==> src/rtl/multiword_add_seq.sv <==
// Word-serial multi-precision add/subtract controller.
// A single 32-bit parallel-prefix adder is reused for every word. The carry
// between words is kept in carry_reg, and operands stream in least-significant
// word first. Results leave through a one-deep output register that passes
// straight through when downstream is ready, so throughput is one word per
// cycle.

// 32-bit Kogge-Stone adder: log2(32) = 5 prefix levels over (generate, propagate).
module prefix_adder_32 (
  input  logic [31:0] a,
  input  logic [31:0] b,
  input  logic        cin,
  output logic [31:0] sum,
  output logic        cout
);

  logic [31:0] g_bit;
  logic [31:0] p_bit;
  logic [31:0] g_all;
  logic [31:0] p_all;
  logic [31:0] carry_vec;

  assign g_bit = a & b;
  assign p_bit = a ^ b;

  genvar gi;
  generate
    for (gi = 0; gi < 5; gi++) begin : lvl
      localparam int SPAN = 1 << gi;
      // Bits below SPAN have no partner at this distance. Their group
      // propagate passes through unchanged, so the mask forces ones there.
      localparam logic [31:0] LOW_MASK = (32'd1 << SPAN) - 32'd1;
      logic [31:0] g_in;
      logic [31:0] p_in;
      logic [31:0] g_out;
      logic [31:0] p_out;
      if (gi == 0) begin : first
        assign g_in = g_bit;
        assign p_in = p_bit;
      end else begin : chain
        assign g_in = lvl[gi-1].g_out;
        assign p_in = lvl[gi-1].p_out;
      end
      assign g_out = g_in | (p_in & (g_in << SPAN));
      assign p_out = p_in & ((p_in << SPAN) | LOW_MASK);
    end
  endgenerate

  // After the last level, g_all[i]/p_all[i] span bits i..0. The carry into
  // bit i+1 then folds in cin.
  assign g_all     = lvl[4].g_out;
  assign p_all     = lvl[4].p_out;
  assign carry_vec = {g_all[30:0] | (p_all[30:0] & {31{cin}}), cin};
  assign sum       = p_bit ^ carry_vec;
  assign cout      = g_all[31] | (p_all[31] & cin);

endmodule

module multiword_add_seq #(
  parameter int WIDTH   = 32,  // tied to the shared adder, keep at 32
  parameter int NW_BITS = 4
) (
  input  logic               clk,
  input  logic               reset,
  input  logic               start,
  input  logic               sub,
  input  logic [NW_BITS-1:0] nwords,
  output logic               busy,
  input  logic               in_valid,
  output logic               in_ready,
  input  logic [WIDTH-1:0]   in_a,
  input  logic [WIDTH-1:0]   in_b,
  output logic               out_valid,
  input  logic               out_ready,
  output logic [WIDTH-1:0]   out_s,
  output logic               out_last,
  output logic               done,
  output logic               carry_out
);

  typedef enum logic [1:0] {IDLE, RUN, DONE} state_t;

  state_t             state_reg;
  state_t             state_next;
  logic               sub_reg;
  logic [NW_BITS-1:0] nwords_reg;
  logic               carry_reg;
  // One bit wider than nwords so the count can pass nwords = all-ones.
  logic [NW_BITS:0]   word_cnt_reg;

  logic               start_fire;
  logic               in_fire;
  logic               out_fire;
  logic               all_in;
  logic               is_last_word;
  logic [WIDTH-1:0]   b_eff;
  logic [WIDTH-1:0]   sum_w;
  logic               cout_w;

  assign start_fire   = (state_reg == IDLE) && start;
  assign in_fire      = in_valid && in_ready;
  assign out_fire     = out_valid && out_ready;
  assign all_in       = word_cnt_reg > {1'b0, nwords_reg};
  assign is_last_word = word_cnt_reg == {1'b0, nwords_reg};

  // Subtraction is A + ~B + 1. The +1 comes from carry_reg being preset to 1 at start.
  assign b_eff = sub_reg ? ~in_b : in_b;

  prefix_adder_32 u_adder (
    .a    (in_a),
    .b    (b_eff),
    .cin  (carry_reg),
    .sum  (sum_w),
    .cout (cout_w)
  );

  // State register.
  always_ff @(posedge clk or posedge reset) begin
    if (reset) state_reg <= IDLE;
    else       state_reg <= state_next;
  end

  // Next-state logic and the outputs decoded from state.
  always_comb begin
    state_next = state_reg;
    busy       = 1'b0;
    in_ready   = 1'b0;
    done       = 1'b0;
    case (state_reg)
      IDLE: begin
        if (start) state_next = RUN;
      end
      RUN: begin
        busy     = 1'b1;
        in_ready = !all_in && (!out_valid || out_ready);
        if (out_fire && out_last) state_next = DONE;
      end
      DONE: begin
        busy       = 1'b1;
        done       = 1'b1;
        state_next = IDLE;
      end
      default: state_next = IDLE;
    endcase
  end

  // Operation parameters are captured once, when start is accepted.
  always_ff @(posedge clk or posedge reset) begin
    if (reset) begin
      sub_reg    <= 1'b0;
      nwords_reg <= '0;
    end else if (start_fire) begin
      sub_reg    <= sub;
      nwords_reg <= nwords;
    end
  end

  // Inter-word carry and word counter. Both advance once per accepted operand pair.
  always_ff @(posedge clk or posedge reset) begin
    if (reset) begin
      carry_reg    <= 1'b0;
      word_cnt_reg <= '0;
    end else if (start_fire) begin
      carry_reg    <= sub;
      word_cnt_reg <= '0;
    end else if (in_fire) begin
      carry_reg    <= cout_w;
      word_cnt_reg <= word_cnt_reg + 1'b1;
    end
  end

  // Output register. A new word overwrites it on input handshake; otherwise
  // a consumed word empties it.
  always_ff @(posedge clk or posedge reset) begin
    if (reset) begin
      out_valid <= 1'b0;
      out_s     <= '0;
      out_last  <= 1'b0;
    end else if (in_fire) begin
      out_valid <= 1'b1;
      out_s     <= sum_w;
      out_last  <= is_last_word;
    end else if (out_fire) begin
      out_valid <= 1'b0;
      out_last  <= 1'b0;
    end
  end

  // The final carry is published when the top word leaves and is held until the next start.
  always_ff @(posedge clk or posedge reset) begin
    if (reset) begin
      carry_out <= 1'b0;
    end else if (start_fire) begin
      carry_out <= 1'b0;
    end else if (out_fire && out_last) begin
      carry_out <= carry_reg;
    end
  end

endmodule
==> config.mk <==
export PLATFORM = sky130hd
export DESIGN_NAME = multiword_add_seq
export DESIGN_NICKNAME = d
export VERILOG_FILES = /design/src/rtl/multiword_add_seq.sv
export SDC_FILE = /design/constraint.sdc
export NUM_CORES = 1
export LEC_CHECK = 0
export CORE_ASPECT_RATIO = 1.4
export CORE_MARGIN = 2
export CORE_UTILIZATION = 44
export DETAILED_ROUTE_END_ITERATION = 10
export PLACE_DENSITY = 0.78
export SLEW_MARGIN = 10
export SYNTH_ARGS = -nofsm -noshare
export SYNTH_HDL_FRONTEND = slang
export SYNTH_SLANG_ARGS = --single-unit
==> constraint.sdc <==
create_clock -name clk -period 3.15 [get_ports clk]
set_input_delay 0.7875 -clock clk [delete_from_list [all_inputs] [get_ports clk]]
set_output_delay 0.7875 -clock clk [all_outputs]
set_load 0.05 [all_outputs]
### Word-level counts from Yosys, hierarchy flattened

Index checks and enable logic that the tools add are counted.

| storage, ports and cells | value |
|---|---|
| output and inout port bits | 38 |
| input port bits | 74 |
| bits in registers | 48 |
| word-level logic and storage cells | 69 |

| operators by class | value |
|---|---|
| eq/ne operators | 5 |
| $add $sub $neg | 1 |
| reductions and logical operators | 14 |
| muxes and demuxes | 16 |
| bitwise gates (word level) | 23 |
| $lt $le $gt $ge | 1 |

Operator list:

| kind | number |
|---|---|
| AND 32 bit | 11 |
| bitwise OR 32 bit | 5 |
| bitwise XOR 32 bit | 2 |
| two-way mux 32 bit | 1 |
| inverter 32 bit | 1 |
| AND 31 bit | 1 |
| bitwise OR 31 bit | 1 |
| two-way mux 1 bit | 10 |
| two-way mux 5 bit | 2 |
| nonzero test 2 bit | 3 |
| adder 5 x 1 -> 5 bit, second input constant | 1 |
| == test 5 x 4 -> 1 bit | 1 |
| > comparator 5 x 4 -> 1 bit | 1 |
| logical AND 1 bit | 5 |
| two-way mux 2 bit | 2 |
| inequality test 2 bit, second input constant | 2 |
| case mux 2 bit (2 select lines) | 1 |
| == test 2 x 1 -> 1 bit, second input constant | 1 |
| == test 2 bit, second input constant | 1 |
| zero test 1 bit | 2 |
| zero test 2 bit | 1 |
| AND reduction 2 bit | 1 |
| OR reduction 2 bit | 1 |
| AND 1 bit | 1 |
| 2 further kinds | 2 |

### Depth between registers and ports, before layout

Gate-level depths: netlist of run 1.

| depth | value |
|---|---|
| depth in word-level cells | 16 |
| mapped depth | 13 |
| gate-level depth less buffers | 10 |

### Cells and area by module

Synthesis of run 1 repeated with hierarchy kept, for this count alone.

| unflattened totals | value |
|---|---|
| cell total of the unflattened synthesis | 369 |
| area total of the unflattened synthesis | 3724.8 um^2 |

Modules (own cells, without submodules):

| module | times used | area an instance (um^2) | cells an instance | seq. area each (um^2) |
|---|---|---|---|---|
| multiword_add_seq | 1 | 2364.8 | 194 | 1201.2 |
| prefix_adder_32 | 1 | 1360.1 | 175 | 0.0 |

### Least setup slack after synthesis of run 1

OpenSTA, ideal clock, no wires.

| path | value |
|---|---|
| path type | flip-flop to flip-flop |
| start point | reg sub_reg |
| end point | reg out_s[31] |
| setup slack | -0.101 ns |
| data arrival time | 3.125 ns |
| buffers on the path | 3 |
| required time | 3.024 ns |
| period minus slack after synthesis | 3.251 ns |
| setup time | 0.126 ns |
| cell stages (with the launch flop) | 14 |
| path through | dfrtp_1 > clkbuf_1 > buf_1 > xor2_1 > ha_1 > o21ai_1 > a21oi_1 > a31o_1 > a2111oi_4 > o31ai_2 > a31o_1 > buf_6 > a31o_1 > a221o_1 |

| between the ends | value |
|---|---|
| cells in the longest elaborated chain, start to end | 14 |
| elaborated cells on any way between the ends | 21 |
| those cells by class | mux: 1; bitwise: 20 |

Ends and longest elaborated chain:

| element | line | text |
|---|---|---|
| start, declared | 85 | `logic sub_reg;` |
| start signal, assigned | 153 | `sub_reg <= sub;` |
| two-way mux 32 bit * | 107 | `assign b_eff = sub_reg ? ~in_b : in_b;` |
| bitwise XOR 32 bit | 24 | `assign p_bit = a ^ b;` |
| AND 32 bit | 44 | `assign g_out = g_in \| (p_in & (g_in << SPAN));` |
| bitwise OR 32 bit | 44 |  |
| AND 32 bit | 44 |  |
| bitwise OR 32 bit | 44 |  |
| AND 32 bit | 44 |  |
| bitwise OR 32 bit | 44 |  |
| AND 32 bit | 44 |  |
| bitwise OR 32 bit | 44 |  |
| AND 32 bit | 44 |  |
| bitwise OR 32 bit | 44 |  |
| bitwise OR 31 bit | 53 | `assign carry_vec = {g_all[30:0] \| (p_all[30:0] & {31{cin}}), cin};` |
| bitwise XOR 32 bit * | 54 | `assign sum = p_bit ^ carry_vec;` |
| end signal, assigned | 181 | `out_s <= sum_w;` |
| end, declared | 75 | `output logic [WIDTH-1:0] out_s,` |

Mark *: on every way between the ends. The rest lies on a longest branch, timed or not.
A chain may end at the register's enable or synchronous reset.

### Final worst setup path of run 1

| path | value |
|---|---|
| start point | in in_a[10] |
| end point | reg out_s[25] |

| between the ends | value |
|---|---|
| cells in the longest elaborated chain, start to end | 12 |
| elaborated cells on any way between the ends | 20 |
| those cells by class | bitwise: 20 |

Ends and longest elaborated chain:

| element | line | text |
|---|---|---|
| start, declared | 71 | `input logic [WIDTH-1:0] in_a,` |
| bitwise XOR 32 bit | 24 |  |
| AND 32 bit | 44 |  |
| bitwise OR 32 bit | 44 |  |
| AND 32 bit | 44 |  |
| bitwise OR 32 bit | 44 |  |
| AND 32 bit | 44 |  |
| bitwise OR 32 bit | 44 |  |
| AND 32 bit | 44 |  |
| bitwise OR 32 bit (2 in a row) | 44 |  |
| bitwise OR 31 bit * | 53 |  |
| bitwise XOR 32 bit * | 54 |  |

Marks and branches as above.

==> results.md, run 1 <==
- Cells after Synth: 460
- Gp weighted congestion: 0.9126
- Filler cells: a little over 700
- Seq cells post-synth: 48
- DRC: 0
- R2R setup slack: 0.16 ns
- Max-cap viol count: 0
- Status: complete, no violations
- Die area: slightly below 10000 um^2
- Post-Synth Simple-Gate Area: roughly 17%
- Drt pass-1 iters: 5
- Post-layout min period: 3.071 ns
- Avg Inst Size Synth: 8.497 um^2
- Sequential share of the synthesized area: 30.73%
- Crit path DAT: approximately 3.3 ns
- Fmax: about 330 MHz
- Number of flops mapped to enable cells by yosys: 0
- Slew margin rel.: 54.39%
- Slew @ Worst Pin: 0.6838 ns
- Setup CP Type: input port to flop
- CORE AREA: ~8600 um^2
- # setup viols final: 0
- I/O Buffers: 111
- Crit. End Element: flop
- Remaining Overflow, GRT: 0
- Seq. cell area: 1205 um^2
- Max VDD drop: ~0.63 mV
- I/O pin total: roughly 110
- Synth Warn #: 0
- Vias in the first global route: 4063
- H-tree levels: 2
- RSZ-0062 raised after global routing: true
- Area grow syn2layout: 47.70%
- Chip width: 83.66 um
- Worst-skew pair later-pin latency: 0.29 ns
- Nets@finish: 736
- Leakage: 2.719 nW
- Hold WC Path Type: flop to flop
- Root Buffer: clkbuf_16
- Period utilisation layout: a little over nine tenths
- Unique masters post-synth: 57
- Final hold vios: 0
- All-Layer GR Usage: 22.39%
- Clk buf depth: 2
- CTS tree: done
- Final cell count without fillers: 725
- Dominant synthesized flop cell: dfrtp_1
- Largest net degree at the start of global routing: 37
- Area of the multi-input gates: 2635 um^2
- Final setup skew: ~0.0073 ns
- Initial DRC Count: 116
- Max FFs per register: 32
- Wire length per cell: 14.61 um
- Synth Area in XOR/XNOR: 12.32%
- Antenna Nets Post-Route: 0
- First-pass GRT wire length: 17.81 mm
- Row count: 40
- PD cells: 1121 nW/um^2
- Starting Density: 45.41%
- Post-Syn Area: 3909 um^2
- Total Routed Length: 10.59 mm
- Dpl hpwl: 8.238 mm
- Initial antenna violation count: 0
- Design Area, Final: 5773 um^2
- Placed Cells: 710
- Largest family of logic cells by synthesized area: compound AO/OA/AOI/OAI gates
- Net Count, Synth: 577
- CTS clk-pin slew, worst paths: approximately 0.07 ns
- Multiplexer share of the synthesized area: 0.5122%
- Synth Area in Compound Gates: 21.80%
- Die height: about 120 um
- Worst EP required: 3.33 ns
- Synth async-reset ratio: 100.0%
- Share of cells above drive strength 1: 15.65%
- CTS Sinks: 48
- N_diodes: 0
- Drt via density: roughly 5.4
- Vias: around 3900
- Post-Synth Adder-Cell Area: approximately 14%
- CP startpoint kind: input port
- Fin Hold WS: about 0.48 ns
- CTS buffer count: 5
- Cell Area, Placed: 5483 um^2
- Crit-path max FO: 6
- Slew Viols, Final: 0
per-layer routing:
metal,global-route usage [%],part of all wire [%]
met1,25.17,40
met2,42.13,53
met3,3.348,4.3
met4,9.462,3.2
met5,0,0
area by class of cell:
class	count	area share, %
clock buffers	6	2.232
well taps	105	2.276
inverters	17	1.105
multi-input cells	375	45.64
flip-flops and latches	48	20.87
clock inverters	2	0.6068
repair buffers	172	27.26
cell usage in the layout, fill, tap and decap left out, types with 12 or more instances in the layout:
master | synthesis | routed
clkdlybuf4s50_1 | 0 | 97
nand2_1 | 72 | 71
o21ai_0 | 31 | 31
xor2_1 | 45 | 44
inv_1 | 17 | 16
a21o_1 | 12 | 12
ha_1 | 42 | 40
dfrtp_1 | 48 | 47
a21oi_1 | 34 | 29
buf_4 | 0 | 60
nor2_1 | 27 | 26
through the flow:
step | TNS [ns] | power, mW | utilization (%) | setup slack, ns
6_report | 0 | 6.470 | 67.06 | 0.07887
5_1_grt | -0.01007 | 6.979 | 67.06 | -0.01007
4_1_cts | 0 | 6.390 | 66.09 | 0.007698
3_5_place_dp | -5.144 | 5.678 | 63.69 | -0.4526
3_3_place_gp | -4.062 | 5.538 | 63.69 | -0.4023
2_1_floorplan | 0 | 4.116 | - | 0.08993
repair_timing:
item	CTS	global route
hold endpoints to repair	0	0
setup endpoints to repair	6	11
buffers inserted	4	3
resized for setup	20	14
pin swaps	29	9
hold buffers	0	0
synthesized netlist by cell type (4+ instances only):
library cell | instances | area, um^2
nand2_1 | 72 | 270.3
dfrtp_1 | 48 | 1201
xor2_1 | 45 | 394.1
ha_1 | 42 | 525.5
a21oi_1 | 34 | 170.2
o21ai_0 | 31 | 155.2
nor2_1 | 27 | 101.4
inv_1 | 17 | 63.81
clkbuf_1 | 15 | 56.30
a21o_1 | 12 | 90.09
o21ai_1 | 10 | 50.05
xnor2_1 | 10 | 87.58
nand4_1 | 7 | 43.79
nor2b_1 | 7 | 43.79
nand3_1 | 6 | 30.03
and3_1 | 5 | 31.28
nor3_1 | 5 | 25.02
o21bai_1 | 5 | 37.54
and2_1 | 4 | 25.02
report_power, final:
group          switching (mW)  internal [mW]  leakage [nW]  total [mW]
registers               0.212          0.892         0.606        1.10
clock network           0.228          0.374        0.0808       0.601
logic                    2.68           2.08          2.03        4.76
worst max-delay path, cell delays in order:
cell and delay (ns):
clkdlybuf4s50_1 0.51, ha_4 0.22, a21oi_2 0.16, or2b_4 0.30
a2111oi_4 0.38, o31ai_2 0.11, a31o_2 0.26, a21o_1 0.18
a221o_1 0.32
worst paths after layout:
path | from | endpoint | depth (start not counted)
max | in_a[10] | out_s[25]$_DFFE_PP0P_ | 9
min | out_s[2]$_DFFE_PP0P_ | out_s[2]$_DFFE_PP0P_ | 2
max reg2reg | sub_reg$_DFFE_PP0P_ | out_s[25]$_DFFE_PP0P_ | 10
min reg2reg | out_s[2]$_DFFE_PP0P_ | out_s[2]$_DFFE_PP0P_ | 2
max in group asynchronous | reset | out_s[10]$_DFFE_PP0P_ | 3
min in group asynchronous | reset | nwords_reg[3]$_DFFE_PP0P_ | 2
cells by family (layout without fill, tap and decap cells):
logic type               Yosys count  in the layout
XOR/XNOR                          55             55
AND/OR/NAND/NOR                  145            145
buffers and inverters             37            197
adder cells (fa/ha/maj)           43             43
AO/OA/AOI/OAI                    130            130
flip-flops                        48             48
multiplexers                       2              2
Power figures use the tool's default switching activity.
==> inputs of run 2 (changes only) <==
--- a/config.mk
+++ b/config.mk
@@ -8,7 +8,9 @@
 export CORE_ASPECT_RATIO = 1.4
 export CORE_MARGIN = 2
 export CORE_UTILIZATION = 44
+export CTS_CLUSTER_DIAMETER = 80
 export DETAILED_ROUTE_END_ITERATION = 10
+export HOLD_SLACK_MARGIN = 0.03
 export PLACE_DENSITY = 0.78
 export SLEW_MARGIN = 10
 export SYNTH_ARGS = -nofsm -noshare
==> constraint.sdc (replaced) <==
create_clock -name clk -period 3.15 [get_ports clk]
set_input_delay 0.7875 -clock clk [delete_from_list [all_inputs] [get_ports clk]]
set_output_delay 0.7875 -clock clk [all_outputs]
set_load 0.005 [all_outputs]
==> results.md, run 2 (synthesis gave the netlist of run 1 again) <==
- Metal3 WL: 459 um
- Max FFs per register: 32
- P_int: 3.430 mW
- Hold worst-path end: out_s[14]$_DFFE_PP0P_
- Wire length per cell: around 15 um
- Gp weighted congestion: 0.9152
- Initial DRC Count: between 100 and 150
- Max VDD drop: 0.5261 mV
- PD cells: 993.6 nW/um^2
- Die area: 9664 um^2
- Switching share of power: 40.83%
- Worst-skew pair later-pin latency: 0.29 ns
- Drt via density: around 5.4
- Worst Hold Path Cells: 2
- Crit. End Element: flop
- Vias in the first global route: 3963
- Routed wl met2: between 5 and 6 mm
- Cell Area, Placed: 5473 um^2
- Fmax: 326.4 MHz
- All-Layer GR Usage: roughly 22%
- Nets@finish: 741
- Drt pass-1 iters: 4
- WL met1: 4.178 mm
- R2R setup slack: 0.14 ns
- Post-layout min period: 3.064 ns
- Initial antenna violation count: 0
- Max-cap viol count: 0
- Worst EP required: 3.33 ns
- CTS clk-pin slew, worst paths: 0.07 ns
- Filler cells: approximately 700
- Final setup skew: 0.005843 ns
- Root Buffer: clkbuf_16
- Uppermost routed layer: met4
- Reg-to-reg startpoint: sub_reg$_DFFE_PP0P_
- Crit path from: in_a[12]
- Period utilisation layout: 97.26%
- Dpl hpwl: 8.191 mm
- Cts hold-fix bufs: 0
- Slew @ Worst Pin: 0.6818 ns
- Reg-to-Reg End: out_s[31]$_DFFE_PP0P_
- Register share of total power: between 10% and 20%
- CP startpoint kind: input port
- N_diodes: 0
- Leakage: 2.737 nW
- Area grow syn2layout: 49.26%
- I/O pin total: 112
- Clock Power Share: a little under an eighth
- Sw Pwr: 2.367 mW
- Logic gate share of total power: a little over two thirds
- Slew Viols, Final: 0
- Fin Hold WS: 0.4808 ns
- Crit path DAT: around 3.2 ns
- CORE AREA: 8608 um^2
- Starting Density: between 40% and 50%
- Crit-path max FO: 6
- CTS buffer count: 5
- Largest net degree at the start of global routing: 27
- # setup viols final: 0
- Clk buf depth: 2
- Share of cells above drive strength 1: 16.48%
- Slew margin rel.: 54.52%
- Setup CP Type: input port to flop
- Antenna Nets Post-Route: 0
- DRC: 0
- Chip width: 83.66 um
- Final hold vios: 0
- RSZ-0062 raised after global routing: false
- Remaining Overflow, GRT: 0
- CTS tree: done
- First-pass GRT wire length: 17.69 mm
- Commonest non-fill, non-tap cell in the layout: clkdlybuf4s50_1
- Design Area, Final: about 5800 um^2
- Row count: 40
- Vias: 3924
- H-tree levels: 2
- Die height: between 100 and 150 um
- Total Routed Length: between 10 and 15 mm
- Hold WC Path Type: flop to flop
- Hold Startpoint: out_s[14]$_DFFE_PP0P_
- Most frequent cells in the layout: clkdlybuf4s50_1 (96), nand2_1 (70), buf_4 (65)
- FF-to-FF path depth: 9
- CTS Sinks: 48
- I/O Buffers: between 100 and 150
- Status: complete, no violations
[run 2: repair_timing]
item	in CTS	in global routing
buffers inserted	11	1
resized for setup	37	2
setup endpoints to repair	8	6
cloned	0	0
pin swaps	31	5
[run 2: how the worst max path moves through the flow]
stage / cells past startpoint / endpoint
4_1_cts: 10 / out_s[31]$_DFFE_PP0P_
3_5_place_dp: 10 / out_s[31]$_DFFE_PP0P_
5_1_grt: 11 / out_s[28]$_DFFE_PP0P_
6_report: 9 / out_s[31]$_DFFE_PP0P_
3_3_place_gp: 10 / out_s[31]$_DFFE_PP0P_
2_1_floorplan: 13 / out_s[31]$_DFFE_PP0P_
[run 2: layout make-up]
class                           count  area (um^2)  share of cell area [%]
Timing Repair Buffer              177         1599                   27.41
Tap cell                          105        131.4                   2.252
Sequential cell                    48         1205                   20.65
Clock buffer                        7        152.6                   2.616
Clock inverter                      1        30.03                  0.5147
Inverter                           17        63.81                   1.094
Multi-Input combinational cell    375         2653                   45.46
[run 2: per-layer routing]
metal,global-route usage (%),up-vias
li1,-,1938
met1,24.96,1850
met2,43.15,118
met3,3.276,18
met4,7.312,0
met5,0,-
[run 2: through the flow]
stage | std cells | util (%) | setup WS (ns) | power [mW] | setup TNS, ns
5_1_grt | 730 | 67.78 | 0.001116 | 6.298 | 0
6_report | 730 | 67.78 | 0.08631 | 5.797 | 0
2_1_floorplan | 460 | - | 0.08993 | 3.336 | 0
3_5_place_dp | 710 | 63.58 | -0.4601 | 4.869 | -5.101
3_3_place_gp | 710 | 63.58 | -0.4019 | 4.727 | -3.984
4_1_cts | 729 | 67.63 | 0.0003726 | 5.770 | 0
[run 2: power by group through the flow]
stage / clock network (mW) / logic, mW / registers [mW]
floorplan: 0 / 2.29 / 1.05
global placement: 0 / 3.63 / 1.09
detailed placement: 0 / 3.76 / 1.10
CTS: 0.662 / 4.01 / 1.10
global route: 0.688 / 4.47 / 1.14
finish: 0.655 / 4.04 / 1.10
[run 2: worst max-delay path: stages]
cell,delay [ns]
clkdlybuf4s50_1,0.41
ha_1,0.30
a21o_1,0.20
or2b_4,0.27
a2111oi_4,0.38
o31ai_2,0.12
a31o_2,0.27
a31o_1,0.20
a221o_1,0.31
